**src/rtl/sd_daq_pkg.sv**
```systemverilog
// Shared types and default widths for the sigma-delta DAQ window logic.
package sd_daq_pkg;

  localparam int SD_CNT_WIDTH = 16;
  localparam int SD_LEN_WIDTH = 16;
  localparam int SD_TS_WIDTH  = 32;

  typedef enum logic {
    SD_WIN_IDLE,
    SD_WIN_ACCUM
  } sd_win_state_e;

endpackage

```
**src/rtl/sd_window_timer.sv**
```systemverilog
// Loadable window sample counter: counts qualified strobes and flags the last
// sample of a window of len samples, wrapping to 0 on that sample.
module sd_window_timer
  import sd_daq_pkg::*;
#(
  parameter int LEN_WIDTH = SD_LEN_WIDTH
) (
  input  logic                 clk,
  input  logic                 reset_n,
  input  logic                 load,
  input  logic [LEN_WIDTH-1:0] len,
  input  logic                 clear,
  input  logic                 strobe,
  output logic                 last_sample
);

  logic [LEN_WIDTH-1:0] len_q;
  logic [LEN_WIDTH-1:0] sample_cnt;

  // len_q is never 0 while strobes are passed in, so len_q-1 cannot underflow.
  assign last_sample = strobe && (sample_cnt == len_q - LEN_WIDTH'(1));

  // NOTE: sequential state uses non-blocking assignments so every register
  // samples pre-edge values regardless of process ordering.
  always_ff @(posedge clk or negedge reset_n) begin
    if (!reset_n) begin
      len_q      <= '0;
      sample_cnt <= '0;
    end else if (load) begin
      len_q      <= len;
      sample_cnt <= '0;
    end else if (clear || last_sample) begin
      sample_cnt <= '0;
    end else if (strobe) begin
      sample_cnt <= sample_cnt + LEN_WIDTH'(1);
    end
  end

endmodule

```
**src/rtl/sd_window_sequencer.sv**
```systemverilog
// Sigma-delta ones-count window sequencer with valid/ready result port.
// Optional completion timestamp when SD_WINDOW_TIMESTAMP_EN is defined.
module sd_window_sequencer
  import sd_daq_pkg::*;
#(
  parameter int CNT_WIDTH = SD_CNT_WIDTH,
  parameter int LEN_WIDTH = SD_LEN_WIDTH,
  parameter int TS_WIDTH  = SD_TS_WIDTH
) (
  input  logic                 clk,
  input  logic                 reset_n,
  input  logic                 sd_strobe,
  input  logic                 sd_bit,
  input  logic                 start,
  input  logic                 stop,
  input  logic [LEN_WIDTH-1:0] cfg_len,
  input  logic                 cfg_continuous,
  output logic                 busy,
  output logic                 cfg_err,
  output logic [CNT_WIDTH-1:0] result,
  output logic                 result_valid,
  input  logic                 result_ready,
  output logic                 overrun,
  output logic [TS_WIDTH-1:0]  result_ts
);

  if (CNT_WIDTH < LEN_WIDTH) begin : g_width_check
    $error("sd_window_sequencer: CNT_WIDTH must be >= LEN_WIDTH");
  end

  sd_win_state_e        state, state_nxt;
  logic                 accept, reject, complete;
  logic                 strobe_act, abort, last_sample;
  logic                 cont_q;
  logic [CNT_WIDTH-1:0] ones_cnt;

  assign strobe_act = (state == SD_WIN_ACCUM) && sd_strobe;
  assign abort      = (state == SD_WIN_ACCUM) && stop;
  assign busy       = (state == SD_WIN_ACCUM);

  sd_window_timer #(
    .LEN_WIDTH(LEN_WIDTH)
  ) u_timer (
    .clk        (clk),
    .reset_n    (reset_n),
    .load       (accept),
    .len        (cfg_len),
    .clear      (abort),
    .strobe     (strobe_act),
    .last_sample(last_sample)
  );

  // NOTE: every signal driven here gets a default first so no path can
  // leave it unassigned and infer a latch.
  always_comb begin
    state_nxt = state;
    accept    = 1'b0;
    reject    = 1'b0;
    complete  = 1'b0;
    case (state)
      SD_WIN_IDLE: begin
        if (start) begin
          if (cfg_len != '0) begin
            accept    = 1'b1;
            state_nxt = SD_WIN_ACCUM;
          end else begin
            reject = 1'b1;
          end
        end
      end
      SD_WIN_ACCUM: begin
        // stop beats a same-cycle completion: the window is simply dropped.
        if (stop) begin
          state_nxt = SD_WIN_IDLE;
        end else if (last_sample) begin
          complete = 1'b1;
          if (!cont_q) state_nxt = SD_WIN_IDLE;
        end
      end
      default: state_nxt = SD_WIN_IDLE;
    endcase
  end

  always_ff @(posedge clk or negedge reset_n) begin
    if (!reset_n) begin
      state    <= SD_WIN_IDLE;
      cont_q   <= 1'b0;
      ones_cnt <= '0;
      cfg_err  <= 1'b0;
    end else begin
      state   <= state_nxt;
      cfg_err <= reject;
      if (accept) begin
        cont_q   <= cfg_continuous;
        ones_cnt <= '0;
      end else if (abort || complete) begin
        ones_cnt <= '0;
      end else if (strobe_act) begin
        ones_cnt <= ones_cnt + CNT_WIDTH'(sd_bit);
      end
    end
  end

  always_ff @(posedge clk or negedge reset_n) begin
    if (!reset_n) begin
      result       <= '0;
      result_valid <= 1'b0;
      overrun      <= 1'b0;
    end else begin
      if (complete) begin
        result       <= ones_cnt + CNT_WIDTH'(sd_bit);
        result_valid <= 1'b1;
      end else if (result_ready) begin
        result_valid <= 1'b0;
      end
      if (accept) begin
        overrun <= 1'b0;
      end else if (complete && result_valid && !result_ready) begin
        overrun <= 1'b1;
      end
    end
  end

`ifdef SD_WINDOW_TIMESTAMP_EN
  logic [TS_WIDTH-1:0] ts_cnt;

  always_ff @(posedge clk or negedge reset_n) begin
    if (!reset_n) begin
      ts_cnt    <= '0;
      result_ts <= '0;
    end else begin
      ts_cnt <= ts_cnt + TS_WIDTH'(1);
      if (complete) result_ts <= ts_cnt;
    end
  end
`else
  assign result_ts = {TS_WIDTH{1'b0}};
`endif

endmodule

```
**config.mk**
```make
export PLATFORM = sky130hd
export DESIGN_NAME = sd_window_sequencer
export DESIGN_NICKNAME = d
export VERILOG_FILES = /design/src/rtl/sd_daq_pkg.sv /design/src/rtl/sd_window_timer.sv /design/src/rtl/sd_window_sequencer.sv
export SDC_FILE = /design/constraint.sdc
export NUM_CORES = 1
export LEC_CHECK = 0
export ABC_AREA = 1
export CORE_UTILIZATION = 40
export DETAILED_ROUTE_END_ITERATION = 8
export GPL_TIMING_DRIVEN = 0
export PLACE_DENSITY = 0.72
export SLEW_MARGIN = 20
export SYNTH_ARGS = -nofsm -noshare
export SYNTH_HDL_FRONTEND = slang
export SYNTH_SLANG_ARGS = --single-unit
export TNS_END_PERCENT = 5
```
**constraint.sdc**
```tcl
create_clock -name clk -period 2.2 [get_ports clk]
set_input_delay 0.66 -clock clk [delete_from_list [all_inputs] [get_ports clk]]
set_output_delay 0.66 -clock clk [all_outputs]
set_load 0.005 [all_outputs]
```
==> results of run 1 <==
==> worst min path at each step <==
stage	start	end	slack, ps	depth (start not counted)
final	reset_n	u_timer.len_q[9]$_DFFE_PN0P_	170	1
after detailed placement	result[1]$_DFFE_PN0P_	result[1]$_DFFE_PN0P_	460	2
after global placement	result[0]$_DFFE_PN0P_	result[0]$_DFFE_PN0P_	460	2
after CTS	reset_n	u_timer.len_q[9]$_DFFE_PN0P_	170	1
after global routing	reset_n	u_timer.len_q[9]$_DFFE_PN0P_	180	1
after floorplan	reset_n	busy$_DFF_PN0_	360	0
==> cells by family after synthesis <==
| family | Yosys count | synth area share |
|---|---|---|
| AO/OA/AOI/OAI | 56 | 0.0824 |
| XOR/XNOR | 32 | 0.0650 |
| adder cells (fa/ha/maj) | 4 | 0.0116 |
| buffers and inverters | 99 | 0.126 |
| flip-flops | 69 | 0.400 |
| other | 1 | 0.000869 |
| AND/OR/NAND/NOR | 298 | 0.314 |
==> what timing repair did <==
action | in CTS | in global routing
pin swaps | 11 | 10
resized for setup | 34 | 44
setup buffers | 6 | 5
gates cloned | 1 | 3
endpoints found under the setup margin | 68 | 65
==> final cells by class <==
type	instances	area share
plain buffers	49	0.0699
multi-input cells	423	0.419
flip-flops and latches	69	0.306
well taps	136	0.0301
clock inverters	6	0.0115
clock buffers	9	0.0219
inverters	50	0.0343
repair buffers	57	0.108
==> through the flow <==
step	setup TNS (ps)	instance area (sq um)	utilization	std cells
after floorplan	0	4430	-	590
after global placement	-176160	5030	0.485	769
after detailed placement	-47990	5050	0.487	770
after CTS	-116	5440	0.524	792
after global routing	-4140	5660	0.545	799
final	0	5660	0.545	799
==> flip-flops by register name, summed over array words and instances (netlist names) <==
signal / cells
u_timer.sample_cnt: 16
busy: 1
ones_cnt: 16
u_timer.len_q: 16
cfg_err: 1
cont_q: 1
overrun: 1
result: 16
result_valid: 1
==> layer usage <==
metal  share of wire  routed length (um)  up-vias
met2            0.50                5570       90
met4           0.022                 242        0
met1            0.43                4820     1902
li1                -                   -     1934
met3           0.042                 462       26
met5               0                   0        -
==> power by group <==
group          total (mW)  switching [mW]  internal (mW)
clock                1.02           0.506          0.516
combinational       0.812           0.478          0.334
sequential           1.45           0.108           1.34
==> critical path, stage by stage <==
cell and delay [ps]:
clkdlybuf4s50_1 420, nor2_1 180, nand4_1 140, or2_2 320
nand2_1 110, nor2_4 80, clkinv_2 150, clkbuf_4 220
nand3_1 100, o21ai_2 80
==> cells in the final DEF (no fill, tap or decap), types with 3 or more instances in the layout <==
cell type / instances
buf_4: 42
buf_6: 5
clkbuf_1: 6
clkbuf_8: 9
clkdlybuf4s50_1: 40
clkinv_2: 3
conb_1: 32
dfrtp_1: 68
ha_4: 3
inv_1: 42
inv_2: 5
nand2_1: 129
nand2_2: 10
nand2_4: 3
nand3_1: 74
nand3_2: 5
nand3b_1: 4
nand4_1: 5
nor2_1: 38
nor2_2: 9
nor2_4: 8
nor3_1: 3
o21ai_0: 21
o21ai_1: 12
o21ai_2: 21
xnor2_1: 10
xor2_1: 20
==> results by group, run 1 <==
Run status
  – Status: completed

Flow run
  – Max_cap viols: 0

Logic synthesis
  – Synth cell count leaders: nand2_1, nand3_1, dfrtp_1
  – EDFF count, synth: 0
  – Yosys top cell by area: dfrtp_1
  – Synth unique cells: 37
  – YS warnings: 0
  – Area share of the largest cell type after synthesis: 0.400
  – Flops & latches, synth: between 60 and 70
  – Top-count cell post-synth: nand2_1
  – Synthesized area: between 4000 and 5000 sq um
  – Register area share after synthesis: 0.400
  – Cell count after synthesis: 559
  – Async S/R FF share, synth: 1.00
  – Synth Area per Inst: 7.72 sq um
  – Commonest register cell after synthesis: dfrtp_1
  – Synth area leaders: dfrtp_1, nand2_1, nand3_1, buf_4, xor2_1

STA
  – RSZ-0062 raised after global routing: yes
  – Final Cycle Share: 0.993
  – Smallest hold slack: about 170 ps
  – Max Slew Vio Count: 0
  – Tmin final: 2180 ps
  – Hold Vio Cnt, Final: 0
  – Fmax: between 400 and 500 MHz
  – Relative slew slack: 0.435
  – Worst Slack Setup Final: 16.0 ps
  – Worst Skew: 5.75 ps
  – Final setup violation count: 0
  – Slew @ Worst Pin: 844 ps

Clocking
  – CTS root buf: clkbuf_8
  – Largest buffer count on any clock path: 2
  – Clock latency on the worst-skew pair: 360 ps
  – TritonCTS clock tree: done
  – Clock transition at the registers of the reported paths: around 70 ps
  – CTS Sinks: 69
  – H-Tree Depth: 3
  – TritonCTS Buffers: 9
  – Hold Buf Count CTS: 0

Global routing
  – Vias in the first global route: 3,900
  – Met2 GRT Util: 0.358
  – First-pass GRT wire length: 18,200 um
  – Met1 Resource Use GR: 0.252
  – GR peak layer: met2
  – Largest net degree at the start of global routing: 55
  – GRT Util Overall: 0.205
  – Met3 Track Usage GR: 0.0421
  – Initial antenna violation count: 0
  – Grt ovf: 0

Detailed routing
  – DRC Markers: 0
  – Vias per cell: between 4 and 5
  – Via Count: 3,952
  – 1st-iter DRT viols: 200
  – Antenna-violating nets left: 0
  – Routed WL per cell: 13.9 um
  – Post-Route WL: 11,100 um
  – Pre-antenna DRT Iters: 5

Power
  – Total leakage power: 2.65 nW
  – Total power draw: 3.28 mW
  – Worst vdd ir: 0.359 mV
  – P per Cell Area: 581 nW/um^2

Worst setup path
  – Worst reg2reg path depth: 16
  – Worst EP required: roughly 2500 ps
  – CP endpoint kind: register
  – Crit path kind: input port to register
  – Worst flop-to-flop path endpoint: ones_cnt[11]$_DFFE_PN0P_
  – Crit path from: cfg_len[15]
  – Critical-path maximum fanout: 10
  – Setup crit end: u_timer.sample_cnt[8]$_DFFE_PN0P_
  – Reg-to-Reg Start: u_timer.len_q[1]$_DFFE_PN0P_
  – R2R setup slack: approximately 16 ps
  – Startpoint class of the critical path: input port
  – Worst EP arrival: 2470 ps

Layout
  – Number of fill cells in the layout: 965
  – Nets: 687
  – Multi-input gate area: 2370 sq um
  – Share of layout cells above drive strength 1: 0.226
  – FF/Latch Area: 1730 sq um
  – Area Growth Syn to Fin: 31.1%
  – Diode count: 0

Floorplanning
  – I/O pins: 76
  – Starting density of the core: 0.416
  – Total Die Area: 11,200 sq um
  – Die X: 106 um
  – CORE AREA: between 10,000 and 15,000 sq um
  – Cell row count: 37
  – Die H: 106 um

Placed design
  – Worst slack, placed: -964 ps
  – Port Buffer Count: 43
  – Dpl hpwl: ~8100 um
  – RePlAce Congestion: approximately 0.86

Hold path
  – Type of the tightest min-delay check: input port to asynchronous set/reset pin
Note: power is estimated with default switching activity, not from simulation.
==> run 2: changes to the inputs <==
--- a/config.mk
+++ b/config.mk
@@ -7,6 +7,7 @@
 export LEC_CHECK = 0
 export ABC_AREA = 1
 export CORE_UTILIZATION = 40
+export CTS_CLUSTER_DIAMETER = 50
 export DETAILED_ROUTE_END_ITERATION = 8
 export GPL_TIMING_DRIVEN = 0
 export PLACE_DENSITY = 0.72
==> results of run 2 <==
Same layout as run 1: the final DEF is identical, and so are final timing and power.
